--- src/rtl/uart_cmd_master.sv ---
// uart_cmd_master
//   Host-side initiator for the UART command protocol. Accepts one command,
//   sends its frame bytes one at a time to a UART transmitter, collects the
//   response bytes from a UART receiver and reports them as one result word.
//
//   Optional build macro: UART_CMD_MASTER_TIMEOUT_EN
//     defined   : a stalled command is aborted after TIMEOUT_CYCLES idle cycles
//                 and completes with RSP_TIMEOUT=1.
//     undefined : the master waits indefinitely; RSP_TIMEOUT is always 0.
//
// Ports
//   CLK, RST                  clock, asynchronous active-low reset
//   CMD_VALID / CMD_READY     command handshake (READY only in IDLE)
//   CMD_TYPE                  0=RF_WR 1=RF_RD 2=ALU_OP 3=ALU_NOP
//   CMD_ADDR, CMD_WDATA       register address / write data
//   CMD_OP_A, CMD_OP_B        ALU operands
//   CMD_FUNC                  ALU function
//   TX_DATA / TX_DATA_VALID   byte offered to the transmitter
//   TX_BUSY                   transmitter busy
//   RX_DATA / RX_DATA_VALID   received byte, one-cycle strobe
//   RSP_DATA                  response word (first byte in the low half)
//   RSP_VALID                 one-cycle completion pulse
//   RSP_TIMEOUT               qualifies RSP_VALID: command aborted
module uart_cmd_master #(
  parameter int DATA_WIDTH     = 8,
  parameter int ADDR_WIDTH     = 4,
  parameter int FUNC_WIDTH     = 4,
  parameter int TIMEOUT_WIDTH  = 16,
  parameter int TIMEOUT_CYCLES = 4095
) (
  input  logic                    CLK,
  input  logic                    RST,
  input  logic                    CMD_VALID,
  output logic                    CMD_READY,
  input  logic [1:0]              CMD_TYPE,
  input  logic [ADDR_WIDTH-1:0]   CMD_ADDR,
  input  logic [DATA_WIDTH-1:0]   CMD_WDATA,
  input  logic [DATA_WIDTH-1:0]   CMD_OP_A,
  input  logic [DATA_WIDTH-1:0]   CMD_OP_B,
  input  logic [FUNC_WIDTH-1:0]   CMD_FUNC,
  output logic [DATA_WIDTH-1:0]   TX_DATA,
  output logic                    TX_DATA_VALID,
  input  logic                    TX_BUSY,
  input  logic [DATA_WIDTH-1:0]   RX_DATA,
  input  logic                    RX_DATA_VALID,
  output logic [2*DATA_WIDTH-1:0] RSP_DATA,
  output logic                    RSP_VALID,
  output logic                    RSP_TIMEOUT
);

  localparam logic [DATA_WIDTH-1:0] HDR_WR  = DATA_WIDTH'(8'hAA);
  localparam logic [DATA_WIDTH-1:0] HDR_RD  = DATA_WIDTH'(8'hBB);
  localparam logic [DATA_WIDTH-1:0] HDR_ALU = DATA_WIDTH'(8'hCC);
  localparam logic [DATA_WIDTH-1:0] HDR_NOP = DATA_WIDTH'(8'hDD);

  typedef enum logic [2:0] {
    S_IDLE, S_SEND, S_WAIT_HI, S_WAIT_LO, S_RECV, S_DONE
  } state_t;

  state_t                  state, state_nxt;
  logic [1:0]              cmd_type;
  logic [ADDR_WIDTH-1:0]   cmd_addr;
  logic [DATA_WIDTH-1:0]   cmd_wdata, cmd_op_a, cmd_op_b;
  logic [FUNC_WIDTH-1:0]   cmd_func;
  logic [2:0]              byte_idx;   // number of frame bytes already consumed
  logic [1:0]              rsp_cnt;    // number of response bytes captured
  logic [2*DATA_WIDTH-1:0] rsp_data;
  logic [DATA_WIDTH-1:0]   cur_byte;
  logic [2:0]              n_bytes;
  logic [1:0]              n_rsp;
  logic                    accept, consume, last_sent, rx_en, rx_take, tmo_hit;

  function automatic logic [2:0] frame_len(input logic [1:0] t);
    case (t)
      2'd0:    return 3'd3;
      2'd2:    return 3'd4;
      default: return 3'd2;
    endcase
  endfunction

  function automatic logic [1:0] rsp_len(input logic [1:0] t);
    case (t)
      2'd0:    return 2'd0;
      2'd1:    return 2'd1;
      default: return 2'd2;
    endcase
  endfunction

  assign n_bytes   = frame_len(cmd_type);
  assign n_rsp     = rsp_len(cmd_type);
  assign accept    = (state == S_IDLE) && CMD_VALID;
  assign consume   = (state == S_SEND) && !TX_BUSY;
  assign last_sent = (byte_idx == n_bytes);
  // Capture window opens the cycle after the last frame byte is consumed.
  assign rx_en     = (((state == S_WAIT_HI) || (state == S_WAIT_LO)) && last_sent) ||
                     (state == S_RECV);
  assign rx_take   = rx_en && RX_DATA_VALID && (rsp_cnt != n_rsp);

  always_comb begin
    cur_byte = '0;
    case (cmd_type)
      2'd0: begin
        if (byte_idx == 3'd0)      cur_byte = HDR_WR;
        else if (byte_idx == 3'd1) cur_byte = DATA_WIDTH'(cmd_addr);
        else                       cur_byte = cmd_wdata;
      end
      2'd1: cur_byte = (byte_idx == 3'd0) ? HDR_RD : DATA_WIDTH'(cmd_addr);
      2'd2: begin
        if (byte_idx == 3'd0)      cur_byte = HDR_ALU;
        else if (byte_idx == 3'd1) cur_byte = cmd_op_a;
        else if (byte_idx == 3'd2) cur_byte = cmd_op_b;
        else                       cur_byte = DATA_WIDTH'(cmd_func);
      end
      default: cur_byte = (byte_idx == 3'd0) ? HDR_NOP : DATA_WIDTH'(cmd_func);
    endcase
  end

`ifdef UART_CMD_MASTER_TIMEOUT_EN
  logic [TIMEOUT_WIDTH-1:0] tmo_cnt;
  logic                     counting, timed_out;

  assign counting = (state == S_WAIT_HI) || (state == S_WAIT_LO) || (state == S_RECV);
  // The edge that would bring the counter to TIMEOUT_CYCLES aborts instead.
  assign tmo_hit  = counting && (tmo_cnt == TIMEOUT_WIDTH'(TIMEOUT_CYCLES - 1));

  always_ff @(posedge CLK or negedge RST) begin
    if (!RST)                              tmo_cnt <= '0;
    else if ((state_nxt != state) || rx_take) tmo_cnt <= '0;
    else if (counting)                     tmo_cnt <= tmo_cnt + 1'b1;
  end

  always_ff @(posedge CLK or negedge RST) begin
    if (!RST)        timed_out <= 1'b0;
    else if (accept) timed_out <= 1'b0;
    else if (tmo_hit && (state_nxt == S_DONE)) timed_out <= 1'b1;
  end

  assign RSP_TIMEOUT = (state == S_DONE) && timed_out;
`else
  logic unused_tmo;
  // Timeout parameters only matter in the timeout build.
  assign unused_tmo  = |TIMEOUT_WIDTH'(TIMEOUT_CYCLES);
  assign tmo_hit     = 1'b0;
  assign RSP_TIMEOUT = 1'b0;
`endif

  always_ff @(posedge CLK or negedge RST) begin
    if (!RST) state <= S_IDLE;
    else      state <= state_nxt;
  end

  always_comb begin
    state_nxt = state;
    case (state)
      S_IDLE:    if (CMD_VALID) state_nxt = S_SEND;
      S_SEND:    if (!TX_BUSY)  state_nxt = S_WAIT_HI;
      S_WAIT_HI: if (TX_BUSY)   state_nxt = S_WAIT_LO;
      S_WAIT_LO: begin
        if (!TX_BUSY) begin
          if (!last_sent)          state_nxt = S_SEND;
          else if (n_rsp == 2'd0)  state_nxt = S_DONE;
          else                     state_nxt = S_RECV;
        end
      end
      S_RECV:    if (rsp_cnt == n_rsp) state_nxt = S_DONE;
      default:   state_nxt = S_IDLE;
    endcase
    if (tmo_hit && (state_nxt == state)) state_nxt = S_DONE;
  end

  always_ff @(posedge CLK or negedge RST) begin
    if (!RST) begin
      cmd_type  <= '0;
      cmd_addr  <= '0;
      cmd_wdata <= '0;
      cmd_op_a  <= '0;
      cmd_op_b  <= '0;
      cmd_func  <= '0;
      byte_idx  <= '0;
      rsp_cnt   <= '0;
      rsp_data  <= '0;
    end else if (accept) begin
      cmd_type  <= CMD_TYPE;
      cmd_addr  <= CMD_ADDR;
      cmd_wdata <= CMD_WDATA;
      cmd_op_a  <= CMD_OP_A;
      cmd_op_b  <= CMD_OP_B;
      cmd_func  <= CMD_FUNC;
      byte_idx  <= '0;
      rsp_cnt   <= '0;
      rsp_data  <= '0;
    end else begin
      if (consume) byte_idx <= byte_idx + 1'b1;
      if (rx_take) begin
        if (rsp_cnt == 2'd0) rsp_data[DATA_WIDTH-1:0]            <= RX_DATA;
        else                 rsp_data[2*DATA_WIDTH-1:DATA_WIDTH] <= RX_DATA;
        rsp_cnt <= rsp_cnt + 1'b1;
      end
    end
  end

  assign CMD_READY     = (state == S_IDLE);
  assign TX_DATA_VALID = (state == S_SEND);
  assign TX_DATA       = (state == S_SEND) ? cur_byte : '0;
  assign RSP_VALID     = (state == S_DONE);
  assign RSP_DATA      = rsp_data;

endmodule

--- config.mk ---
export PLATFORM = sky130hd
export DESIGN_NAME = uart_cmd_master
export DESIGN_NICKNAME = d
export VERILOG_FILES = /design/src/rtl/uart_cmd_master.sv
export SDC_FILE = /design/constraint.sdc
export NUM_CORES = 1
export LEC_CHECK = 0
export CAP_MARGIN = 20
export CORE_MARGIN = 1.5
export CORE_UTILIZATION = 53
export DETAILED_ROUTE_END_ITERATION = 7
export GPL_TIMING_DRIVEN = 0
export PLACE_DENSITY = 0.88
export RECOVER_POWER = 50
export SLEW_MARGIN = 20
export SYNTH_ARGS = -nofsm -noshare
export SYNTH_HDL_FRONTEND = slang
export SYNTH_SLANG_ARGS = --single-unit
--- constraint.sdc ---
create_clock -name CLK -period 4.7 [get_ports CLK]
set_input_delay 0.705 -clock CLK [delete_from_list [all_inputs] [get_ports CLK]]
set_output_delay 0.705 -clock CLK [all_outputs]
set_load 0.005 [all_outputs]
# ---- Yosys cells after proc, flatten, opt, wreduce, memory -nomap -nowiden
# Index checks and enable logic that the tools add are counted.
dict set report totals {
  register_bits 58
  inputBits 47
  out_inout_bits 28
  word_cells 77
}
dict set report op_classes {
  n_reduce_logical 19
  add_sub_neg 2
  n_mux 27
  n_eq_ne 18
}
# cell count
set ops {}
lappend ops {{two-way mux 8 bit} 10}
lappend ops {{two-way mux 16 bit} 2}
lappend ops {{two-way mux 3 bit} 8}
lappend ops {{one-hot mux 8 bit (3 select lines)} 1}
lappend ops {{one-hot mux 3 bit (5 select lines)} 1}
lappend ops {{!= test 2 bit, second input constant} 5}
lappend ops {{equality test 3 x 2 -> 1 bit, second input constant} 3}
lappend ops {{equality test 3 x 1 -> 1 bit, second input constant} 2}
lappend ops {{equality test 3 bit, second input constant} 2}
lappend ops {{logical NOT 2 bit} 3}
lappend ops {{logical NOT 3 bit} 2}
lappend ops {{one-hot mux 3 bit (2 select lines)} 1}
lappend ops {{nonzero test 2 bit} 3}
lappend ops {{logical AND 1 bit} 5}
lappend ops {{AND reduction 5 bit} 1}
lappend ops {{two-way mux 2 bit} 2}
lappend ops {{one-hot mux 2 bit (2 select lines)} 1}
lappend ops {{AND reduction 2 bit} 2}
lappend ops {{adder 3 x 1 -> 3 bit, second input constant} 1}
lappend ops {{equality test 3 bit} 1}
lappend ops {{adder 2 x 1 -> 2 bit, second input constant} 1}
lappend ops {{equality test 2 x 1 -> 1 bit, second input constant} 1}
lappend ops {{equality test 2 bit} 1}
lappend ops {{equality test 2 bit, second input constant} 1}
lappend ops {{5 further kinds} 6}

# ---- Logic depth before layout (Yosys ltp)
dict set report depth {
  depth_word 9
  mapped_depth 8
  ltp_nobuf 7
}

# ---- Worst setup path before layout
# No wires, ideal clock.
dict set report synth_path {
  path_kind {register to output}
  startpoint {register byte_idx[0]}
  endpoint {output port TX_DATA[0]}
  path_buffers 1
  path_stages_with_launch 8
  arrival_time_ns 1.612
  slack_ns 2.383
  required_ns 3.995
  cell_sequence {dfrtp_1 > inv_1 > ha_1 > clkbuf_1 > nand2b_1 > nand3_1 > o221ai_1 > a311oi_1}
}
dict set report synth_between {
  elab_chain_len 6
  word_cells_on_any_way 12
  classes_between {eq/ne (2); mux (9); reduce/logical (1)}
}
# item line_no
set synth_rtl {}
lappend synth_rtl {{start, declared} 65} ;# logic [2:0] byte_idx;
lappend synth_rtl {{start signal, assigned} 193} ;# if (consume) byte_idx <= byte_idx + 1'b1;
lappend synth_rtl {{equality test 3 x 2 -> 1 bit} 111} ;# else if (byte_idx == 3'd2) cur_byte = cmd_op_b;
lappend synth_rtl {{two-way mux 8 bit} 111}
lappend synth_rtl {{two-way mux 8 bit} 110} ;# else if (byte_idx == 3'd1) cur_byte = cmd_op_a;
lappend synth_rtl {{two-way mux 8 bit} 109} ;# if (byte_idx == 3'd0) cur_byte = HDR_ALU;
lappend synth_rtl {{one-hot mux 8 bit (3 select lines) *} 101} ;# case (cmd_type)
lappend synth_rtl {{two-way mux 8 bit *} 204} ;# assign TX_DATA = (state == S_SEND) ? cur_byte : '0;
lappend synth_rtl {{end, declared} 41} ;# output logic [DATA_WIDTH-1:0] TX_DATA,
# Mark *: on every way between the ends. The rest lies on a longest branch, timed or not.

# ---- Worst setup path after layout
dict set report layout_path {
  startpoint {register byte_idx[0]}
  endpoint {output port TX_DATA[5]}
}
# Same word-level chain as after synthesis.

==> summary.txt <==
Detailed routing
  – Avg WL per Cell: roughly 16 um
  – DR iter-0 viols: about 210
  – Pre-antenna DRT Iters: 6
  – Post-Route WL: between 8000 and 9000 um
  – DRC violations left: 0
  – Total number of vias: 2,937
  – Vias per inst: 5.59
  – Antenna-violating nets left: 0

Place
  – Area after DPL: 3880 sq um
  – Place WS: approximately 1.5 ns
  – Dpl hpwl: between 5000 and 6000 um
  – Placer Congestion: just over 0.9
  – PortBufs: between 70 and 80

Global routing
  – First-pass GRT wire length: 13,600 um
  – GR peak layer: met2
  – Met2 GRT Util: a little under half
  – Initial antenna violation count: 0
  – Total grt overflow: 0
  – Maximum number of pins on one net before global-route repair: between 50 and 60
  – Vias in the first global route: around 3,000
  – Total track usage: around 29%
  – GR Util met1: 35.7%
  – Routing usage on met3: 7.47%

Yosys
  – Area of the mapped netlist: 3060 sq um
  – Synth top area share: 47.4%
  – Mapped Nets: around 420
  – Synth warn: 0
  – #FFs+latches synth: 58
  – Main area contributors after synthesis: dfrtp_1, nand2_1, a21oi_1
  – Sequential element share of the synthesized area: approximately 47%
  – Synth async-reset ratio: 100%
  – Syn_area_per_cell: 8.40 sq um
  – Synth Flop Type: dfrtp_1
  – EDFF count, synth: 0
  – Library cells used by synthesis: 50
  – Post-synth top area cell: dfrtp_1
  – Mapped Cells: ~360

Pwr
  – Cell Pwr Density: 613 nW/um^2
  – Peak supply drop: 0.302 mV
  – P_leak: about 0.0018 uW

Clocking
  – # resized after CTS: 0
  – Setup Fix Bufs, Post-CTS: 0
  – Clock Latency Late Sink: about 0.35 ns
  – H-tree levels: 3
  – CTS tree: built
  – Hold Buf Count CTS: 0
  – Num CTS Buffers: 9
  – CTS clk-pin slew, worst paths: 0.07 ns
  – CTS root buf: clkbuf_8
  – Clock buffer depth: 2
  – # clock sinks: 58

Critical path
  – FF-to-FF path depth: 7
  – Setup CP Type: reg -> out
  – Crit path DAT: just under 3 ns
  – Crit Path Max Fanout: 10
  – CP required: 3.99 ns
  – Critical Path Sink Type: output port
  – Worst Setup Start Kind: flip-flop

Cells and area
  – Commonest non-fill, non-tap cell in the layout: nand2_1
  – Share of post-route cells with drive strength above 1: ~7.3%
  – Fin util: between 70% and 80%
  – Nets: 500
  – Final instance area: 4080 sq um
  – Highest-count cells in the layout ignoring fill and taps: nand2_1, clkdlybuf4s50_1, dfrtp_1
  – Fill cell count: ~440
  – Area growth from synthesis to layout: 33.2%
  – # diodes: 0

Flow run
  – Max Cap Viol: 1

Timing
  – Setup Viol. Count Final: 0
  – Final worst-path cycle share: between 70% and 80%
  – Worst Skew: about 0.011 ns
  – FMAX: ~270 MHz
  – Slew @ Worst Pin: about 3.1 ns
  – Slew Viols, Final: between 50 and 60
  – Relative slew slack: -107%
  – Hold Vio Cnt, Final: 0
  – Fin crit period: 3.65 ns
  – Setup_tns: 0 ns
  – Hold slack: just under 0.5 ns
  – RSZ-0062 raised after global routing: false
  – Final worst slack: roughly 1.1 ns

Floorplanning
  – I/O Pins: between 70 and 80
  – Starting density of the core: ~55%
  – Core footprint: approximately 5500 sq um
  – Std cell rows: 27
  – Die H: just under 80 um
  – Die ar.: 6240 sq um
  – Die width: 79.0 um

Outcome
  – Violated checks: max-capacitance violations, max-slew violations
  – Status: finished with violations

Hold path
  – Worst hold path type: reg -> reg
  – Hold Crit Depth: 2
==> sequential cells by signal, summed over array words and instances, names as in the netlist <==
| signal | flops |
|---|---|
| rsp_cnt | 2 |
| RSP_DATA | 16 |
| byte_idx | 3 |
| cmd_op_a | 8 |
| cmd_addr | 4 |
| cmd_func | 4 |
| cmd_type | 2 |
| cmd_wdata | 8 |
| cmd_op_b | 8 |
| state | 3 |
==> through the flow <==
stage / power [uW] / cells
global route: 2660 / 525
CTS: 2500 / 525
global placement: 1930 / 509
detailed placement: 1980 / 509
finish: 2500 / 525
floorplan: 1550 / 364
==> synth_stat cells (3+ instances only) <==
| cell | count |
|---|---|
| buf_4 | 3 |
| a21oi_1 | 17 |
| nand2_1 | 135 |
| dfrtp_1 | 58 |
| o21ai_0 | 13 |
| nor2_1 | 20 |
| a31oi_1 | 3 |
| o21a_1 | 3 |
| nor2b_1 | 5 |
| clkbuf_1 | 12 |
| o21ai_1 | 11 |
| inv_1 | 10 |
| buf_6 | 3 |
| a211oi_1 | 3 |
| a22oi_1 | 7 |
| ha_1 | 5 |
| buf_2 | 5 |
| nand2b_1 | 5 |
==> worst max-delay path: stages, from the launching register on <==
cell and delay, ns:
dfrtp_1 0.49, ha_1 0.37, clkbuf_1 0.44, a22oi_1 0.21, nor4_1 0.40, o21a_1 0.19
clkdlybuf4s50_1 0.49
==> report_power, final <==
| part | total (uW) | switching [uW] | internal [uW] |
|---|---|---|---|
| combinational | 1160 | 660 | 496 |
| sequential | 831 | 142 | 688 |
| clock | 512 | 202 | 311 |
==> final cells by class <==
class | instances | area (sq um) | area share [%]
multi-input combinational | 273 | 1440 | 35.3
inverter | 10 | 37.5 | 0.921
clock inverter | 5 | 77.6 | 1.90
sequential | 58 | 1450 | 35.6
timing repair buffer | 73 | 724 | 17.8
tap | 72 | 90.1 | 2.21
buffer | 23 | 114 | 2.79
clock buffer | 11 | 141 | 3.47
==> cells by family after synthesis <==
family / after synthesis / synth area share, %
AO/OA/AOI/OAI: 77 / 16.5
adder cells (fa/ha/maj): 5 / 2.04
flip-flops: 58 / 47.4
multiplexers: 4 / 1.39
AND/OR/NAND/NOR: 182 / 26.0
buffers and inverters: 33 / 5.36
other: 1 / 0.123
XOR/XNOR: 4 / 1.15
==> layer usage <==
metal | vias up | share of wire, %
met4 | 0 | 2.5
met5 | - | 0
met1 | 1406 | 42
met2 | 126 | 50
li1 | 1381 | -
met3 | 24 | 6.1
==> path summary, 6_finish.rpt <==
| check | to | slack [ns] | startpoint |
|---|---|---|---|
| max | TX_DATA[5] | 1.05 | byte_idx[0]$_DFFE_PN0P_ |
| max reg2reg | RSP_DATA[11]$_DFFE_PN0P_ | 2.43 | cmd_type[0]$_DFFE_PN0P_ |
| max in group asynchronous | cmd_wdata[3]$_DFFE_PN0P_ | 1.58 | RST |
| min reg2reg | cmd_wdata[2]$_DFFE_PN0P_ | 0.48 | cmd_wdata[2]$_DFFE_PN0P_ |
| min | cmd_wdata[2]$_DFFE_PN0P_ | 0.48 | cmd_wdata[2]$_DFFE_PN0P_ |
| min in group asynchronous | RSP_DATA[7]$_DFFE_PN0P_ | 1.38 | RST |
Power figures use the tool's default switching activity.
